--- config.mk ---
export PLATFORM = sky130hd
export DESIGN_NAME = alarm_ctrl
export DESIGN_NICKNAME = d
export VERILOG_FILES = /design/src/rtl/alarm_ctrl.sv
export SDC_FILE = /design/constraint.sdc
export NUM_CORES = 1
export LEC_CHECK = 0
export BUFFER_PORTS_ARGS = -buffer_cell sky130_fd_sc_hd__buf_2
export CORE_UTILIZATION = 61
export DETAILED_ROUTE_END_ITERATION = 8
export HOLD_SLACK_MARGIN = 0.1
export PLACE_DENSITY = 0.84
export RECOVER_POWER = 100
export SLEW_MARGIN = 20
export SYNTH_ARGS = -nofsm -noshare
export SYNTH_HDL_FRONTEND = slang
export SYNTH_SLANG_ARGS = --single-unit
--- constraint.sdc ---
create_clock -name clk -period 6 [get_ports clk]
set_input_delay 1.2 -clock clk [delete_from_list [all_inputs] [get_ports clk]]
set_output_delay 1.2 -clock clk [all_outputs]
set_load 0.05 [all_outputs]
--- src/rtl/alarm_ctrl.sv ---
// rtl/alarm_ctrl.sv - alarm time register, arm/ring/snooze FSM and buzzer tone generator
//
// Purpose:
//   Holds a settable alarm time and compares it against the live time-of-day
//   counts. A rising match (time reaches hh:mm:00) while ARMED starts RINGING.
//   RINGING auto-returns to ARMED after RING_SEC seconds. SNOOZE resumes
//   RINGING after SNOOZE_SEC seconds. While ringing, o_buzz is a square wave
//   with a half-period of TONE_DIV clocks.
//
// Optional feature macro: ALARM_BEEP_PATTERN_EN
//   When defined, o_buzz is gated off during odd-numbered ring seconds
//   (1 s on / 1 s off). The tone counter keeps running while gated.
//
// Ports:
//   clk          system clock
//   rst          synchronous reset, active-high
//   i_sec        current seconds, 0..59
//   i_min        current minutes, 0..59
//   i_hr         current hours, 0..23
//   i_sec_tick   one-clk pulse per elapsed second
//   i_arm        one-clk pulse, toggles armed/disarmed
//   i_inc_min    one-clk pulse, alarm minute +1 (wraps 59->0, no carry)
//   i_inc_hr     one-clk pulse, alarm hour +1 (wraps 23->0)
//   i_stop       one-clk pulse, stop ringing/snooze and return to ARMED
//   i_snooze     one-clk pulse, snooze while ringing
//   o_alarm_min  alarm minute
//   o_alarm_hr   alarm hour
//   o_state      00 IDLE, 01 ARMED, 10 RINGING, 11 SNOOZE
//   o_buzz       buzzer drive

module alarm_ctrl #(
    parameter logic [31:0] TONE_DIV   = 32'd25000,
    parameter logic [8:0]  RING_SEC   = 9'd60,
    parameter logic [8:0]  SNOOZE_SEC = 9'd300
) (
    input  logic       clk,
    input  logic       rst,
    input  logic [5:0] i_sec,
    input  logic [5:0] i_min,
    input  logic [5:0] i_hr,
    input  logic       i_sec_tick,
    input  logic       i_arm,
    input  logic       i_inc_min,
    input  logic       i_inc_hr,
    input  logic       i_stop,
    input  logic       i_snooze,
    output logic [5:0] o_alarm_min,
    output logic [5:0] o_alarm_hr,
    output logic [1:0] o_state,
    output logic       o_buzz
);

    typedef enum logic [1:0] {
        S_IDLE    = 2'b00,
        S_ARMED   = 2'b01,
        S_RINGING = 2'b10,
        S_SNOOZE  = 2'b11
    } state_t;

    state_t      r_state;
    logic [5:0]  r_alarm_min;
    logic [5:0]  r_alarm_hr;
    logic        r_buzz;
    logic [31:0] r_tone_cnt;
    logic [8:0]  r_sec_cnt;
    logic        r_match_d;

    logic w_match;
    logic w_trigger;
    logic w_ring_timeout;
    logic w_snooze_timeout;
    logic w_stay_ringing;
    logic w_tone_wrap;

    assign w_match          = (i_hr == r_alarm_hr) && (i_min == r_alarm_min) && (i_sec == 6'd0);
    // Edge detect so a match lasting a whole second rings at most once.
    assign w_trigger        = w_match && !r_match_d;
    assign w_ring_timeout   = i_sec_tick && (r_sec_cnt == RING_SEC - 9'd1);
    assign w_snooze_timeout = i_sec_tick && (r_sec_cnt == SNOOZE_SEC - 9'd1);
    assign w_tone_wrap      = (r_tone_cnt == TONE_DIV - 32'd1);

    // True when the FSM remains in RINGING across this edge; anything else
    // clears the tone generator on the same edge as the state change.
    assign w_stay_ringing = (r_state == S_RINGING) && !i_arm && !i_stop
                            && !i_snooze && !w_ring_timeout;

    always_ff @(posedge clk) begin
        if (rst) begin
            r_state     <= S_IDLE;
            r_alarm_min <= 6'd0;
            r_alarm_hr  <= 6'd0;
            r_buzz      <= 1'b0;
            r_tone_cnt  <= 32'd0;
            r_sec_cnt   <= 9'd0;
            r_match_d   <= 1'b0;
        end else begin
            r_match_d <= w_match;

            // Alarm time edits are independent of the FSM.
            if (i_inc_min) begin
                r_alarm_min <= (r_alarm_min == 6'd59) ? 6'd0 : r_alarm_min + 6'd1;
            end
            if (i_inc_hr) begin
                r_alarm_hr <= (r_alarm_hr == 6'd23) ? 6'd0 : r_alarm_hr + 6'd1;
            end

            case (r_state)
                S_IDLE: begin
                    if (i_arm) begin
                        r_state <= S_ARMED;
                    end
                end
                S_ARMED: begin
                    if (i_arm) begin
                        r_state <= S_IDLE;
                    end else if (w_trigger) begin
                        r_state   <= S_RINGING;
                        r_sec_cnt <= 9'd0;
                    end
                end
                S_RINGING: begin
                    if (i_arm) begin
                        r_state <= S_IDLE;
                    end else if (i_stop) begin
                        r_state <= S_ARMED;
                    end else if (i_snooze) begin
                        r_state   <= S_SNOOZE;
                        r_sec_cnt <= 9'd0;
                    end else if (w_ring_timeout) begin
                        r_state <= S_ARMED;
                    end else if (i_sec_tick) begin
                        r_sec_cnt <= r_sec_cnt + 9'd1;
                    end
                end
                S_SNOOZE: begin
                    if (i_arm) begin
                        r_state <= S_IDLE;
                    end else if (i_stop) begin
                        r_state <= S_ARMED;
                    end else if (w_snooze_timeout) begin
                        r_state   <= S_RINGING;
                        r_sec_cnt <= 9'd0;
                    end else if (i_sec_tick) begin
                        r_sec_cnt <= r_sec_cnt + 9'd1;
                    end
                end
                default: begin
                    r_state <= S_IDLE;
                end
            endcase

            if (w_stay_ringing) begin
                if (w_tone_wrap) begin
                    r_tone_cnt <= 32'd0;
                    r_buzz     <= ~r_buzz;
                end else begin
                    r_tone_cnt <= r_tone_cnt + 32'd1;
                end
            end else begin
                r_tone_cnt <= 32'd0;
                r_buzz     <= 1'b0;
            end
        end
    end

    assign o_alarm_min = r_alarm_min;
    assign o_alarm_hr  = r_alarm_hr;
    assign o_state     = r_state;

`ifdef ALARM_BEEP_PATTERN_EN
    // r_buzz is already 0 outside RINGING, so only the ring-second parity
    // needs to gate it.
    assign o_buzz = r_buzz & ~r_sec_cnt[0];
`else
    assign o_buzz = r_buzz;
`endif

endmodule

==> summary.md, run 1 <==
| Metric | Value |
|---|---|
| N_diodes | 0 |
| Int Pwr | 0.636 mW |
| Post-synth top area cell | dfxtp_1 |
| Io pins | 41 |
| Final Hold Fails | 0 |
| Final setup skew | roughly 0.0098 ns |
| Post-synthesis xor/xnor area fraction | between 10% and 20% |
| Primary FF master, synth | dfxtp_1 |
| DRT iter0 DRCs | roughly 180 |
| 1st-pass router iterations | 6 |
| Final HPWL from detailed placement | approximately 4200 um |
| Design Power | 0.841 mW |
| Post-CTS repair timing setup buffer count | 0 |
| TNS Setup | 0 ns |
| Via density | between 5 and 6 |
| Violated checks | DRC, capacitance limit, slew limit |
| Yosys reg bits | 57 |
| Synth-to-layout area growth | 12.7% |
| CP required | 6.15 ns |
| Mux cell area share after synthesis | 0.686% |
| Num rows | 24 |
| Initial Util | 65.2% |
| Final Cycle Share | about three fifths |
| Initial antenna violation count | 0 |
| Cts hold-fix bufs | 0 |
| Critical path fanouts, max | 32 |
| Share of cells above drive strength 1 | between 10% and 20% |
| Routed WL | 6120 um |
| WS Path Type | input port to flop |
| Netlist cell types | 45 |
| RSZ-0062 raised after global routing | no |
| Post-synth EDFFs | 0 |
| Clk sink count | 57 |
| Number of max-cap violations | 1 |
| Post-CTS sizing | 0 |
| GPL Wtd Cong | 0.801 |
| Cell Area, Synth | about 2900 um2 |
| DIE AREA | 5060 um2 |
| Global route overflow | 0 |
| Number of global-route vias before repair | ~2500 |
| Max-slew violation count | 33 |
| Clock Tree Buf Depth | 2 |
| Top-area cell type share of the netlist area | 39.1% |
| Post-route ant nets | 0 |
| Num CTS Buffers | 9 |
| Simple-gate area share of the yosys netlist | a little under a third |
| Async set-or-reset flop fraction in the synthesized netlist | 0% |
| Synth area leaders | dfxtp_1, nor2_1, xnor2_1 |
| Clk pwr share | a little under half |
| Max Clock Freq | between 200 and 300 MHz |
| CTS H-tree lvls | 3 |
| Final min period | about 3.6 ns |
| Top delay family on crit path | simple AND/OR/NAND/NOR gates |
| # nets final | slightly above 400 |
| Clock Latency Late Sink | roughly 0.34 ns |
| Combinational family with the most area after synthesis | simple AND/OR/NAND/NOR gates |
| Synth Area in Compound Gates | between 10% and 20% |
| Sequential share of the synthesized area | 39.1% |
| Worst min-delay path class | flop to flop |
| Die height | 71.2 um |
| Worst-Margin Slew | between 1.5 and 2 ns |
| CP cell instances | clkbuf_1, nand2_1, nor4_1, a311oi_1, nand4_1, or2_0, nor2_1 |
| Post-synthesis adder-cell area fraction | 1.72% |
| Reg power frac | about 46% |
| Psw | roughly 0.2 mW |
| Number of fill cells | around 350 |
| Power Density | 256 nW/um2 |
| Switching Share | around 24% |
| Syn_area_per_cell | 8.71 um2 |
| Crit path launch type | input port |
| Die X | roughly 71 um |
| Relative slew slack | -14.2% |
| P_leak | 1.17 nW |
| First-pass GRT wire length | 10600 um |
| Peak supply drop | 0.195 mV |
| TritonCTS clock tree | yes |
| Synth warn | 0 |
| Status | complete, but fails checks |
| Cells after Synth | around 340 |
| Vias | 2532 |
| CP max stage cell | or2_0 |
| Net Count, Synth | around 370 |
| Core ar. | 4470 um2 |
| Arrival @ worst endpoint | roughly 3.8 ns |
| Count of final setup violators | 0 |
| Root buffer cell | clkbuf_8 |
| GRT Util Overall | 26.7% |
| Max incr delay on CP | approximately 1.3 ns |
| IO Port Bufs | 40 |
| Worst-path clk slew | roughly 0.070 ns |
| Routed WL per cell | between 10 and 15 um |
| Crit end category | flop |
| Comb pwr share | under 10% |
| DRC viols | 8 |
| Pin count of the biggest net entering global routing | 33 |
| CP bufs+invs | 1 |
==> path summary, 6_finish.rpt <==
kind | start | endpoint | slack, ns | cells past startpoint
setup / recovery | i_sec_tick | r_tone_cnt[10] | 2.35 | 7
hold / removal | r_tone_cnt[0] | r_tone_cnt[0] | 0.45 | 1
setup reg to reg | r_sec_cnt[0] | r_tone_cnt[10] | 2.88 | 7
hold reg to reg | r_tone_cnt[0] | r_tone_cnt[0] | 0.45 | 1
==> cell usage after synthesis (3+ instances only) <==
library cell	instances
nor2_1	63
dfxtp_1	57
xnor2_1	25
nand2_1	23
xor2_1	22
nand4_1	19
nand3_1	14
inv_1	12
and3_1	11
a221o_1	9
nor4_1	8
a21oi_1	5
buf_2	5
clkbuf_1	5
nor2b_1	5
ha_1	4
and2_1	3
nand3b_1	3
o21ai_0	3
or3_1	3
==> registers in the layout (all words and copies together) (netlist names) <==
register     cells
o_alarm_hr       6
o_buzz           1
o_alarm_min      6
r_tone_cnt      32
r_sec_cnt        9
o_state          2
r_match_d        1
==> per-layer routing <==
| layer | wire length [um] | track usage (%) | share of wire [%] | vias up |
|---|---|---|---|---|
| met5 | 0 | 0 | 0 | - |
| met4 | 75 | 12.4 | 1.2 | 0 |
| met3 | 348 | 6.84 | 5.7 | 7 |
| met2 | 2850 | 43.0 | 47 | 74 |
| met1 | 2840 | 33.5 | 46 | 1178 |
| li1 | - | - | - | 1273 |
==> area by class of cell <==
cell class | instances | area [um2] | share of cell area, %
multi-input cells | 256 | 1640 | 49.9
flip-flops and latches | 57 | 1140 | 34.7
repair buffers | 40 | 178 | 5.40
clock buffers | 9 | 124 | 3.77
clock inverters | 7 | 95.1 | 2.89
well taps | 52 | 65.1 | 1.98
inverters | 12 | 45.0 | 1.37
==> worst reg2reg max path, cell delays in order, from the launching register on <==
cell and delay [ns]:
dfxtp_1 0.38, ha_1 0.19, nand2_1 0.09, nor4_1 0.49, a311oi_1 0.21, nand4_1 0.15
or2_0 1.27, nor2_1 0.16
==> per-stage QoR <==
step	hold WS (ns)	util (%)	std cells	worst slack, ns	cell area (um2)
global placement	0.431	70.2	417	2.93	3140
finish	0.451	73.5	433	2.35	3290
CTS	0.453	75.1	433	3.19	3360
floorplan	0.418	-	335	3.16	2920
detailed placement	0.444	70.2	417	2.84	3140
global route	0.481	73.5	433	2.04	3290
==> cell usage in the layout (no fill, tap or decap), drive strengths merged, types with 3 or more instances in the layout <==
master and count:
a21oi 5, a221o 9, a311oi 3, and2 3, and3 12, buf 22, clkbuf 27, clkinv 4
dfxtp 57, ha 4, inv 12, nand2 23, nand3 14, nand3b 3, nand4 19, nor2 63
nor2b 5, nor3 3, nor4 11, o21ai 3, or2 3, or3 3, xnor2 25, xor2 22
==> cells by family (layout without fill, tap and decap cells) <==
kind of cell | after synthesis | in the layout
compound gates | 34 | 34
buf+inv | 22 | 68
mux | 2 | 2
simple gates | 169 | 169
flops | 57 | 57
fa+ha+maj | 4 | 4
xor+xnor | 47 | 47
==> power groups by stage <==
stage          Combinational, mW  Clock [mW]  Sequential (mW)
6_report                  0.0589       0.392            0.389
5_1_grt                   0.0625       0.418            0.390
4_1_cts                   0.0618       0.399            0.389
3_3_place_gp              0.0589           0            0.397
3_5_place_dp              0.0607           0            0.398
2_1_floorplan             0.0301           0            0.408
No activity file was read; power rests on OpenSTA's default activity.
==> inputs of run 2 (changes only) <==
--- a/config.mk
+++ b/config.mk
@@ -5,11 +5,12 @@
 export SDC_FILE = /design/constraint.sdc
 export NUM_CORES = 1
 export LEC_CHECK = 0
+export ABC_AREA = 1
 export BUFFER_PORTS_ARGS = -buffer_cell sky130_fd_sc_hd__buf_2
-export CORE_UTILIZATION = 61
+export CORE_UTILIZATION = 58
 export DETAILED_ROUTE_END_ITERATION = 8
 export HOLD_SLACK_MARGIN = 0.1
-export PLACE_DENSITY = 0.84
+export PLACE_DENSITY = 0.8
 export RECOVER_POWER = 100
 export SLEW_MARGIN = 20
 export SYNTH_ARGS = -nofsm -noshare
==> constraint.sdc (replaced) <==
create_clock -name clk -period 3.65 [get_ports clk]
set_input_delay 0.73 -clock clk [delete_from_list [all_inputs] [get_ports clk]]
set_output_delay 0.73 -clock clk [all_outputs]
set_load 0.05 [all_outputs]
==> run 2 against run 1 <==
  * The flow now finishes without violations
  * Via count grew 30%
  * Cell area grew 15%
  * Final cell count grew 48%
  * Register-to-register slack lost 1.8 ns
  * Hold slack gained 0.012 ns
  * Sequential power grew 63%
  * Combinational power grew 41%
  * Flip-flop and latch count is the same
  * Synthesized area grew 16%
  * Largest cell class unchanged
==> summary.md, run 2 <==
| Metric | Value |
|---|---|
| Status | completed |
| WL met3 | 298 um (-14%) |
| Hold-critical path depth | 1 (unchanged) |
| Io pins | 41 (unchanged) |
| Arrival @ worst endpoint | 2.91 ns (-0.89 ns) |
| Post-CTS repair timing setup buffer count | 0 (unchanged) |
| Final HPWL from detailed placement | 5390 um (+28%) |
| Sequential share of the synthesized area | 33.6% (-5.5 points) |
| Worst r2r dst | r_tone_cnt[2] |
| Largest register FFs | 32 (unchanged) |
| Top-area cell type share of the netlist area | 33.6% (-5.5 points) |
| Post-Place Cells | 626 (+50%) |
| Number of max-cap violations | 0 (-1) |
| Int Pwr | 1.06 mW (+66%) |
| Die X | 78.5 um (+10%) |
| Worst Min Path Start | r_tone_cnt[0] |
| Global route overflow | 0 (unchanged) |
| Final setup skew | 0.0144 ns (+0.00463 ns) |
| CTS H-tree lvls | 3 (unchanged) |
| Commonest cells after routing, fill and taps aside | nand2_1, nor2_1, inv_1 |
| Clk pwr share | 47.9% (+1.2 points) |
| N_diodes | 0 (unchanged) |
| Psw | 0.320 mW (+57%) |
| Routed WL | 7220 um (+18%) |
| Final Hold Fails | 0 (unchanged) |
| Worst-path clk slew | 0.07 ns (about the same) |
| Cells after Synth | 520 (+55%) |
| WS Path Type | input port to flop |
| Peak supply drop | 0.282 mV (+45%) |
| Max Clock Freq | ~380 MHz |
| Hold Slack | 0.463 ns (+0.0120 ns) |
| Clock Tree Buf Depth | 2 (unchanged) |
| Worst Hold Path EP | r_tone_cnt[0] |
| Most flops, register | r_tone_cnt |
| Count leader, synth | nand2_1 |
| Comb pwr share | 6.0% (-1.0 points) |
| Num CTS Buffers | 9 (unchanged) |
| Netlist cell types | 37 (-18%) |
| Crit end category | flop |
| Routed WL per cell | 11.2 um (-20%) |
| Pin count of the biggest net entering global routing | 20 (-39%) |
| Fin cells | 642 (+48%) |
| TNS Setup | 0 ns (unchanged) |
| Initial Util | 60.9% (-4.3 points) |
| Number of fill cells | 501 (+43%) |
| Async set-or-reset flop fraction in the synthesized netlist | 0% (unchanged) |
| Reg power frac | 46.1% (-0.2 points) |
| First-pass GRT wire length | 12600 um (+19%) |
| Post-route ant nets | 0 (unchanged) |
| 1st-pass router iterations | 4 (-2) |
| Final min period | about 2.7 ns |
| Vias | 3296 (+30%) |
| Post-CTS sizing | 0 (unchanged) |
| Via density | 5.13 (-12%) |
| Switching Share | 23.3% (-1.0 points) |
| P_leak | 1.59 nW (+35%) |
| Net Count, Synth | 550 (+51%) |
| CP required | 3.90 ns (-2.25 ns) |
| Biggest regs | r_tone_cnt (32), r_sec_cnt (9) |
| Reg-to-Reg Start | r_sec_cnt[0] |
| DRC viols | 0 (-8) |
| Power Density | 363 nW/um2 (+42%) |
| Initial antenna violation count | 0 (unchanged) |
| Relative slew slack | 15.3% (+30 points) |
| Crit path launch type | input port |
| Synth-to-layout area growth | 11.9% |
| Most common cell after layout, fill and taps aside | nand2_1 |
| R2r setup slk | 1.07 ns (-1.81 ns) |
| IO Port Bufs | 40 (unchanged) |
| Met2 wire len | 3490 um (+22%) |
| TritonCTS clock tree | yes |
| DIE AREA | 6160 um2 (+22%) |
| Count of final setup violators | 0 (unchanged) |
| Number of global-route vias before repair | 3104 (+26%) |
| Synth warn | 0 (unchanged) |
| Worst min-delay path class | flop to flop |
| Share of cells above drive strength 1 | 11.8% (-0.32 points) |
| Final Cycle Share | 72.8% |
| Die height | 78.5 um (+10%) |
| Critical path fanouts, max | 19 (-41%) |
| Most frequent cells after synthesis | nand2_1, nor2_1, inv_1, dfxtp_1, nand3_1 |
| Max Used Layer | met4 |
| Reg2reg path depth | 8 (+1) |
| Core ar. | 5570 um2 (+25%) |
| Clk sink count | 57 (unchanged) |
| GPL Wtd Cong | 0.917 (+14%) |
| Post-synth EDFFs | 0 (unchanged) |
| # nets final | 595 (+47%) |
| RSZ-0062 raised after global routing | no |
| Cts hold-fix bufs | 0 (unchanged) |
| Worst-Margin Slew | 1.27 ns (-0.447 ns) |
| Syn_area_per_cell | 6.53 um2 (-25%) |
| Num rows | 27 (+13%) |
| Post-synth top area cell | dfxtp_1 |
| Synth area leaders | dfxtp_1, nand2_1, nor2_1 |
| WL met1 | 3280 um (+15%) |
| GRT Util Overall | 25.7% (-1.0 points) |
| Yosys reg bits | 57 (unchanged) |
| Cell Area, Synth | 3390 um2 (+16%) |
| Primary FF master, synth | dfxtp_1 |
| Clock Latency Late Sink | 0.34 ns (about the same) |
| Max-slew violation count | 0 (-100%) |
| DRT iter0 DRCs | 119 (-33%) |
| Root buffer cell | clkbuf_8 |
run 2: cell types whose count changed after synthesis, moves of 11 or more:
| cell | previous run | this run |
|---|---|---|
| nor2_1 | 63 | 77 |
| inv_1 | 12 | 75 |
| xor2_1 | 22 | 11 |
| nand3_1 | 14 | 42 |
| xnor2_1 | 25 | 5 |
| nand2_1 | 23 | 130 |
| nor2_2 | 0 | 12 |
| and3_1 | 11 | 0 |
| a21oi_1 | 5 | 21 |
| nor3_1 | 2 | 15 |
run 2: per-layer routing:
layer	vias to the layer above	track usage, %
li1	1738	-
met1	1480	28.9
met2	62	46.0
met3	16	6.86
met4	0	9.44
met5	-	0
run 2: worst max path at each step:
stage,endpoint,start
floorplan,r_sec_cnt[0],i_sec_tick
CTS,r_tone_cnt[2],rst
finish,r_tone_cnt[2],rst
detailed placement,r_tone_cnt[2],rst
global placement,r_tone_cnt[10],rst
global route,r_tone_cnt[12],rst
run 2: worst max-delay path, stage by stage:
cell and delay (ns):
clkbuf_1 0.14, inv_1 0.37, nand4_2 0.17, nor2_1 0.97
inv_4 0.23, nor3b_1 0.28
run 2: cell type report:
class	instances	area [um2]	area share [%]
inverter	81	307	8.08
tap	72	90.1	2.37
clock buffer	11	141	3.72
clock inverter	5	78.8	2.08
sequential	57	1140	30.1
multi-input combinational	376	1860	49.0
timing repair buffer	40	179	4.71
run 2: power by group through the flow:
stage	registers [mW]	clock network (mW)	logic (mW)
finish	0.634	0.659	0.0830
global route	0.635	0.698	0.0938
CTS	0.634	0.672	0.0850
detailed placement	0.648	0	0.0846
global placement	0.648	0	0.0831
floorplan	0.664	0	0.0399
run 2: per-stage QoR:
| stage | power [mW] | worst slack (ns) | utilization, % | instance area, um2 |
|---|---|---|---|---|
| 3_5_place_dp | 0.733 | 1.32 | 65.1 | 3630 |
| 3_3_place_gp | 0.731 | 1.38 | 65.1 | 3630 |
| 4_1_cts | 1.39 | 1.65 | 69.0 | 3850 |
| 5_1_grt | 1.43 | 0.779 | 68.1 | 3800 |
| 2_1_floorplan | 0.704 | 1.82 | - | 3390 |
| 6_report | 1.38 | 0.993 | 68.1 | 3800 |
run 2: logic make-up (layout without fill, tap and decap cells):
family / count (synthesis) / count (layout) / share of synthesized area, %
buf+inv: 87 / 137 / 10.7
xor+xnor: 16 / 16 / 4.13
fa+ha+maj: 4 / 4 / 1.47
compound gates: 38 / 38 / 6.05
flops: 57 / 57 / 33.6
simple gates: 318 / 318 / 44.0
